==> config.mk <==
export PLATFORM = sky130hd
export DESIGN_NAME = stat_display
export DESIGN_NICKNAME = d
export VERILOG_FILES = /design/src/rtl/stat_display.sv
export SDC_FILE = /design/constraint.sdc
export NUM_CORES = 1
export LEC_CHECK = 0
export ABC_AREA = 1
export CAP_MARGIN = 20
export CORE_ASPECT_RATIO = 0.7
export CORE_MARGIN = 3
export CORE_UTILIZATION = 45
export CTS_CLUSTER_SIZE = 14
export DETAILED_ROUTE_END_ITERATION = 8
export PLACE_DENSITY_LB_ADDON = 0.3
export SLEW_MARGIN = 20
export SYNTH_ARGS = -nofsm -noshare
export SYNTH_HDL_FRONTEND = slang
export SYNTH_SLANG_ARGS = --single-unit
==> constraint.sdc <==
create_clock -name clk -period 2 [get_ports clk]
set_input_delay 0.6 -clock clk [delete_from_list [all_inputs] [get_ports clk]]
set_output_delay 0.6 -clock clk [all_outputs]
set_load 0.005 [all_outputs]
==> src/rtl/stat_display.sv <==
// ---------------------------------------------------------------------------
// stat_display
//
// Display stage for the pipeline statistics counters. One of the five 32-bit
// counters is chosen with sel, snapshotted periodically (or right after the
// selection/mode changes), converted to decimal with a sequential
// double-dabble engine (or passed through as hex) and shown on an 8-digit
// multiplexed, active-low 7-segment display.
//
// Ports:
//   clk                 system clock, all logic on posedge
//   rst                 synchronous active-high reset
//   sel[2:0]            counter select (0 total .. 4 lu_times, 5-7 -> 0)
//   hex_mode            1 = 8 hex nibbles, 0 = decimal with zero blanking
//   total .. lu_times   32-bit statistics counters
//   an[7:0]             digit enables, active-low, an[0] = rightmost digit
//   seg[7:0]            segments, active-low, seg[6:0] = g..a, seg[7] = dp
//   busy                conversion in progress (LOAD/SHIFT/DONE)
//   ovf                 last decimal value did not fit in 8 digits
//
// States:
//   IDLE  | waiting for refresh tick or pending change
//   LOAD  | latch selected counter, clear BCD, latch display mode
//   SHIFT | 32 double-dabble iterations
//   DONE  | publish result to display register, set ovf
// ---------------------------------------------------------------------------
module stat_display #(
    parameter int REFRESH_CYCLES = 1000000,
    parameter int SCAN_DIV       = 50000
) (
    input  logic        clk,
    input  logic        rst,
    input  logic [2:0]  sel,
    input  logic        hex_mode,
    input  logic [31:0] total,
    input  logic [31:0] conditional,
    input  logic [31:0] unconditional,
    input  logic [31:0] conditional_success,
    input  logic [31:0] lu_times,
    output logic [7:0]  an,
    output logic [7:0]  seg,
    output logic        busy,
    output logic        ovf
);

    localparam int RW = (REFRESH_CYCLES > 1) ? $clog2(REFRESH_CYCLES) : 1;
    localparam int SW = $clog2(SCAN_DIV + 1);

    localparam logic [RW-1:0] REFRESH_TOP = RW'(REFRESH_CYCLES - 1);
    localparam logic [SW-1:0] SCAN_TOP    = SW'(SCAN_DIV - 1);

    typedef enum logic [1:0] {
        IDLE  = 2'd0,
        LOAD  = 2'd1,
        SHIFT = 2'd2,
        DONE  = 2'd3
    } state_t;

    state_t          state;
    logic [RW-1:0]   refresh_cnt;
    logic [SW-1:0]   scan_cnt;
    logic [2:0]      digit_idx;
    logic            pending;
    logic [2:0]      sel_q;
    logic            hex_q;

    // Conversion datapath
    logic            conv_hex;
    logic [31:0]     bin;
    logic [39:0]     bcd;
    logic [4:0]      iter;

    // Published result; only changes in DONE so the display never flickers
    logic [31:0]     disp;
    logic            disp_hex;

    // Combinational helpers
    logic [31:0]     mux_val;
    logic [39:0]     bcd_adj;
    logic            changed;
    logic            trigger;
    logic [3:0]      cur_nib;
    logic            cur_blank;
    logic [7:0]      an_next;
    logic [7:0]      seg_next;

    // -----------------------------------------------------------------------
    // Segment glyphs, active-low g..a; b and d are lowercase
    // -----------------------------------------------------------------------
    function automatic logic [6:0] glyph(input logic [3:0] v);
        logic [6:0] g;
        case (v)
            4'h0:    g = 7'b1000000;
            4'h1:    g = 7'b1111001;
            4'h2:    g = 7'b0100100;
            4'h3:    g = 7'b0110000;
            4'h4:    g = 7'b0011001;
            4'h5:    g = 7'b0010010;
            4'h6:    g = 7'b0000010;
            4'h7:    g = 7'b1111000;
            4'h8:    g = 7'b0000000;
            4'h9:    g = 7'b0010000;
            4'hA:    g = 7'b0001000;
            4'hB:    g = 7'b0000011;
            4'hC:    g = 7'b1000110;
            4'hD:    g = 7'b0100001;
            4'hE:    g = 7'b0000110;
            default: g = 7'b0001110;
        endcase
        return g;
    endfunction

    // -----------------------------------------------------------------------
    // Counter select
    // -----------------------------------------------------------------------
    always_comb begin
        mux_val = 32'd0;
        case (sel_q)
            3'd0:    mux_val = total;
            3'd1:    mux_val = conditional;
            3'd2:    mux_val = unconditional;
            3'd3:    mux_val = conditional_success;
            3'd4:    mux_val = lu_times;
            default: mux_val = 32'd0;
        endcase
    end

    // -----------------------------------------------------------------------
    // Double-dabble correction: every BCD nibble >= 5 gets +3 before the shift
    // -----------------------------------------------------------------------
    always_comb begin
        bcd_adj = bcd;
        for (int i = 0; i < 10; i++) begin
            if (bcd[4*i +: 4] >= 4'd5) begin
                bcd_adj[4*i +: 4] = bcd[4*i +: 4] + 4'd3;
            end
        end
    end

    // -----------------------------------------------------------------------
    // Snapshot control
    // -----------------------------------------------------------------------
    assign changed = (sel != sel_q) || (hex_mode != hex_q);
    assign trigger = (state == IDLE) && ((refresh_cnt == '0) || pending);

    // -----------------------------------------------------------------------
    // Scan output for the digit currently indexed. A digit is blank in
    // decimal mode when it and everything above it is zero; digit 0 always
    // shows so a zero value reads as "0".
    // -----------------------------------------------------------------------
    always_comb begin
        cur_nib   = disp[{digit_idx, 2'b00} +: 4];
        cur_blank = !disp_hex && (digit_idx != 3'd0) &&
                    ((disp >> {digit_idx, 2'b00}) == 32'd0);
        an_next   = ~(8'd1 << digit_idx);
        seg_next  = {~(ovf && (digit_idx == 3'd7)),
                     cur_blank ? 7'b1111111 : glyph(cur_nib)};
    end

    // -----------------------------------------------------------------------
    // Sequential logic
    // -----------------------------------------------------------------------
    always_ff @(posedge clk) begin
        if (rst) begin
            state       <= IDLE;
            refresh_cnt <= '0;
            scan_cnt    <= '0;
            digit_idx   <= 3'd0;
            pending     <= 1'b0;
            sel_q       <= sel;
            hex_q       <= 1'b0;
            conv_hex    <= 1'b0;
            bin         <= 32'd0;
            bcd         <= 40'd0;
            iter        <= 5'd0;
            disp        <= 32'd0;
            disp_hex    <= 1'b0;
            an          <= 8'hFF;
            seg         <= 8'hFF;
            busy        <= 1'b0;
            ovf         <= 1'b0;
        end else begin
            // Free-running refresh timer, counts in every state
            if (refresh_cnt == '0) begin
                refresh_cnt <= REFRESH_TOP;
            end else begin
                refresh_cnt <= refresh_cnt - 1'b1;
            end

            // Digit multiplexing
            if (scan_cnt == SCAN_TOP) begin
                scan_cnt  <= '0;
                digit_idx <= digit_idx + 3'd1;
            end else begin
                scan_cnt  <= scan_cnt + 1'b1;
            end
            an  <= an_next;
            seg <= seg_next;

            // Selection/mode change. When a snapshot starts on this same edge
            // LOAD reads the freshly registered sel_q, so nothing is pending.
            if (changed) begin
                sel_q <= sel;
                hex_q <= hex_mode;
            end
            if (trigger) begin
                pending <= 1'b0;
            end else if (changed) begin
                pending <= 1'b1;
            end

            case (state)
                IDLE: begin
                    if (trigger) begin
                        state <= LOAD;
                        busy  <= 1'b1;
                    end
                end

                LOAD: begin
                    bin      <= mux_val;
                    bcd      <= 40'd0;
                    conv_hex <= hex_q;
                    iter     <= 5'd0;
                    state    <= hex_q ? DONE : SHIFT;
                end

                SHIFT: begin
                    {bcd, bin} <= {bcd_adj[38:0], bin, 1'b0};
                    iter       <= iter + 5'd1;
                    if (iter == 5'd31) begin
                        state <= DONE;
                    end
                end

                DONE: begin
                    disp     <= conv_hex ? bin : bcd[31:0];
                    disp_hex <= conv_hex;
                    ovf      <= conv_hex ? 1'b0 : |bcd[39:32];
                    state    <= IDLE;
                    busy     <= 1'b0;
                end

                default: begin
                    state <= IDLE;
                    busy  <= 1'b0;
                end
            endcase
        end
    end

endmodule

==> flow_summary_export.csv <==
group,metric,value,unit
grt,grt_antenna_before_repair,0,
clock_tree,cts_hold_buf,0,
floorplanning,start_util,46.38,%
cells_and_area,utilization,60.30,%
synthesis,yosys_warnings,0,
setup_path,r2r_slack,0.10,ns
clock_tree,cts.root.buffer_cell,"clkbuf_16",
synthesis,yosysSeqAreaShare,34.78,%
timing,fin_crit,1.898,ns
setup_path,crit_fanout,7,
placed_design,numPortBuffers,183,
setup_path,cp_common_cell,"nand2_1",
synthesis,synth_seq_cells,175,
cells_and_area,drive_gt1_share,9.252,%
placed_design,dpl.hpwl,22490,µm
setup_path,critPathTopFamily,"simple AND/OR/NAND/NOR gates",
setup_path,worstPathRequired,2.32,ns
floorplanning,fp-row-count,45,
synthesis,syn-cell-area,10160,µm²
placed_design,dpl_cell_area,12410,µm²
pwr,p_total,11.00,mW
routing,wl_per_cell,14.94,µm
job,maxCapViolations,0,
setup_path,cp_num_buf_inv,2,
timing,slew_headroom,58.81,%
floorplanning,die_h,131.7,µm
clock_tree,ctsLongestPathBuffers,2,
routing,wl,30380,µm
timing,fin_setup_tns,0,ns
grt,grt_max_degree,60,
grt,grt_pass1_vias,10190,
clock_tree,cts_made_buffers,17,
pwr,vdd_drop_max,1.010,mV
floorplanning,core_area,21900,µm²
timing,whs,0.4562,ns
synthesis,syn_avg_cell_area,6.516,µm²
cells_and_area,finalInstanceArea,13210,µm²
clock_tree,cts_tree,"done",
grt,grt.overflow.total,0,
pwr,comb_power_share,30.4,%
synthesis,ys_async_sr_fraction,0,%
pwr,internal_power,7.242,mW
cells_and_area,nets,1945,
timing,tightest_slew,0.6179,ns
synthesis,synthCells,1559,
clock_tree,cts_num_sinks,175,
synthesis,synth_fp_nets,1766,
routing,drt_iter0_drc,857,
setup_path,worstSetupPathType,"register to register",
setup_path,crit_arrival,2.22,ns
floorplanning,die_x,185.6,µm
clock_tree,htree_levels,4,
setup_path,crit_start,"digit_idx[0]",
pwr,leakage,5.520,nW
pwr,switchingPower,3.757,mW
placed_design,gp_congestion,0.9267,
grt,grt_usage,24.43,%
placed_design,place_ws,-0.01849,ns
timing,finClkSkew,0.009439,ns
cells_and_area,fin_cells,2033,
timing,finalCritPeriodShare,94.89,%
setup_path,reg2reg_from,"digit_idx[0]",
clock_tree,cts.clk_slew.worst_paths,0.07,ns
timing,fmax,526.9,MHz
placed_design,numPlacedInstances,1993,
synthesis,netlist-cell-type-count,46,
run_status,status,"complete, no violations",
cells_and_area,diodes,0,
setup_path,cp-start-kind,"register",
timing,setup_viol,0,
routing,drt-vias-per-instance,5.303,
pwr,pwr-share-seq,37.6,%
grt,grt_pass1_wl,49090,µm
clock_tree,clock_latency,0.44,ns
routing,vias,10780,
setup_path,crit_slowest_cell,"dfxtp_4",
synthesis,synth_top_flop_cell,"dfxtp_1",
floorplanning,io-pin-count,184,
pwr,powerDensity,832.8,nW/µm²
synthesis,synth_edf_count,3,
pwr,swShare,34.16,%
worst_hold_path,min-delay-start,"scan_cnt[0]",
cells_and_area,area_growth,30.02,%
timing,slew_viol_final,0,
worst_hold_path,hp-class,"register to register",
routing,route.detailed.drc,0,
floorplanning,die-area,24440,µm²
setup_path,cp_cell_sequence,"buf_8 -> o211ai_1 -> nand2_1 -> nand2_1 -> nand2_2 -> ha_4 -> nand2_2 -> a21oi_1 -> o21ai_1 -> inv_1 -> nand2_1 -> nor2_2 -> nand3_1 -> nand2_2 -> nand2_4 -> nand2_1",
setup_path,cp_slowest_stage_delay,0.37,ns
timing,hold_violations,0,
pwr,p_clk_share,31.9,%
routing,antenna_left,0,
setup_path,cp-end-kind,"register",
routing,drtPass1Iterations,6,
timing,setup_ws,0.1023,ns
-- repair_timing --
item	4_1_cts	5_1_grt
setup buffers	0	7
endpoints found under the setup margin	6	8
resized for setup	2	29
gates cloned	0	1
pin swaps	0	7
-- worst register-to-register path, delay by kind of cell, from the launching register on --
kind            cells  cell delay [ns]
compound gates      3             0.36
fa+ha+maj           1             0.16
buf+inv             2             0.19
flops               1             0.37
simple gates       10             0.72
-- registers in the layout, indices dropped and copies added (netlist names), 2 cells and up --
signal       count
sel_q            3
state            2
scan_cnt        16
bin             32
iter             5
disp            32
seg              8
refresh_cnt     20
digit_idx        3
bcd             40
an               8
-- cell families (layout without fill, tap and decap cells) --
kind of cell | Yosys count | count (layout) | share of synthesized area (%)
AO/OA/AOI/OAI | 259 | 259 | 14.62
XOR/XNOR | 22 | 22 | 1.897
adder cells (fa/ha/maj) | 41 | 41 | 5.050
buffers and inverters | 227 | 419 | 9.065
flip-flops | 175 | 175 | 34.78
AND/OR/NAND/NOR | 835 | 835 | 34.59
-- synthesized netlist by cell type (3+ instances only) --
master | count | area [µm²]
nand2_2 | 9 | 56.30
nand2_1 | 534 | 2004
nor3_1 | 23 | 115.1
ha_1 | 41 | 513.0
a21oi_1 | 100 | 500.5
buf_2 | 19 | 95.09
xnor2_1 | 5 | 43.79
nand3_1 | 145 | 725.7
clkbuf_1 | 39 | 146.4
nand3b_1 | 4 | 30.03
inv_1 | 138 | 518.0
o21ai_0 | 75 | 375.4
or2_2 | 14 | 87.58
o211ai_1 | 30 | 225.2
nor2_1 | 79 | 296.5
dfxtp_1 | 172 | 3443
xor2_1 | 17 | 148.9
buf_6 | 5 | 56.30
edfxtp_1 | 3 | 90.09
a31oi_1 | 28 | 175.2
o221ai_1 | 7 | 61.31
o21ai_1 | 8 | 40.04
nor2_2 | 5 | 31.28
nand3_2 | 4 | 40.04
inv_2 | 13 | 48.80
nand4_1 | 10 | 62.56
buf_1 | 10 | 37.54
-- cells in the final DEF, fill, tap and decap left out, types with 5 or more instances in the layout --
cell type,count
clkinv_2,5
or2_2,14
o21ai_1,8
nor3_1,23
nand2_2,20
nor2_1,78
xnor2_1,5
nor2_2,6
inv_1,137
xor2_1,17
clkdlybuf4s50_1,182
clkbuf_16,18
a21oi_1,100
nand3_2,8
o211ai_1,30
o21ai_0,75
nand2_1,520
dfxtp_1,169
buf_12,7
nand4_1,10
a31oi_1,28
buf_4,42
nand3_1,141
ha_1,40
o221ai_1,7
inv_2,12
-- power by group through the flow --
stage                     sequential (mW)  clock, mW  combinational, mW
after floorplan                      4.12          0               2.11
after global placement               4.19          0               3.23
after detailed placement             4.20          0               3.30
after CTS                            4.13       3.54               3.32
after global routing                 4.18       3.70               3.73
final                                4.14       3.51               3.35
-- cell type report --
cell class	count	area [µm²]
Sequential cell	175	3540
Tap cell	282	352.8
Fill cell	2024	8695
Multi-Input combinational cell	1157	5789
Clock inverter	10	132.6
Timing Repair Buffer	235	2333
Inverter	152	575.6
Clock buffer	22	484.2
-- layer usage --
metal | track usage [%] | up-vias | part of all wire, %
li1 | - | 5428 | -
met1 | 33.77 | 5011 | 46
met2 | 39.39 | 301 | 47
met3 | 4.178 | 41 | 5.2
met4 | 6.904 | 0 | 1.8
met5 | 0 | - | 0
-- path summary, 6_finish.rpt --
kind,to,cells after the start
worst max-delay path,seg[3],16
worst min-delay path,scan_cnt[0],1
worst max register to register,seg[3],16
worst min register to register,scan_cnt[0],1
(Power assumes the default switching activity.)
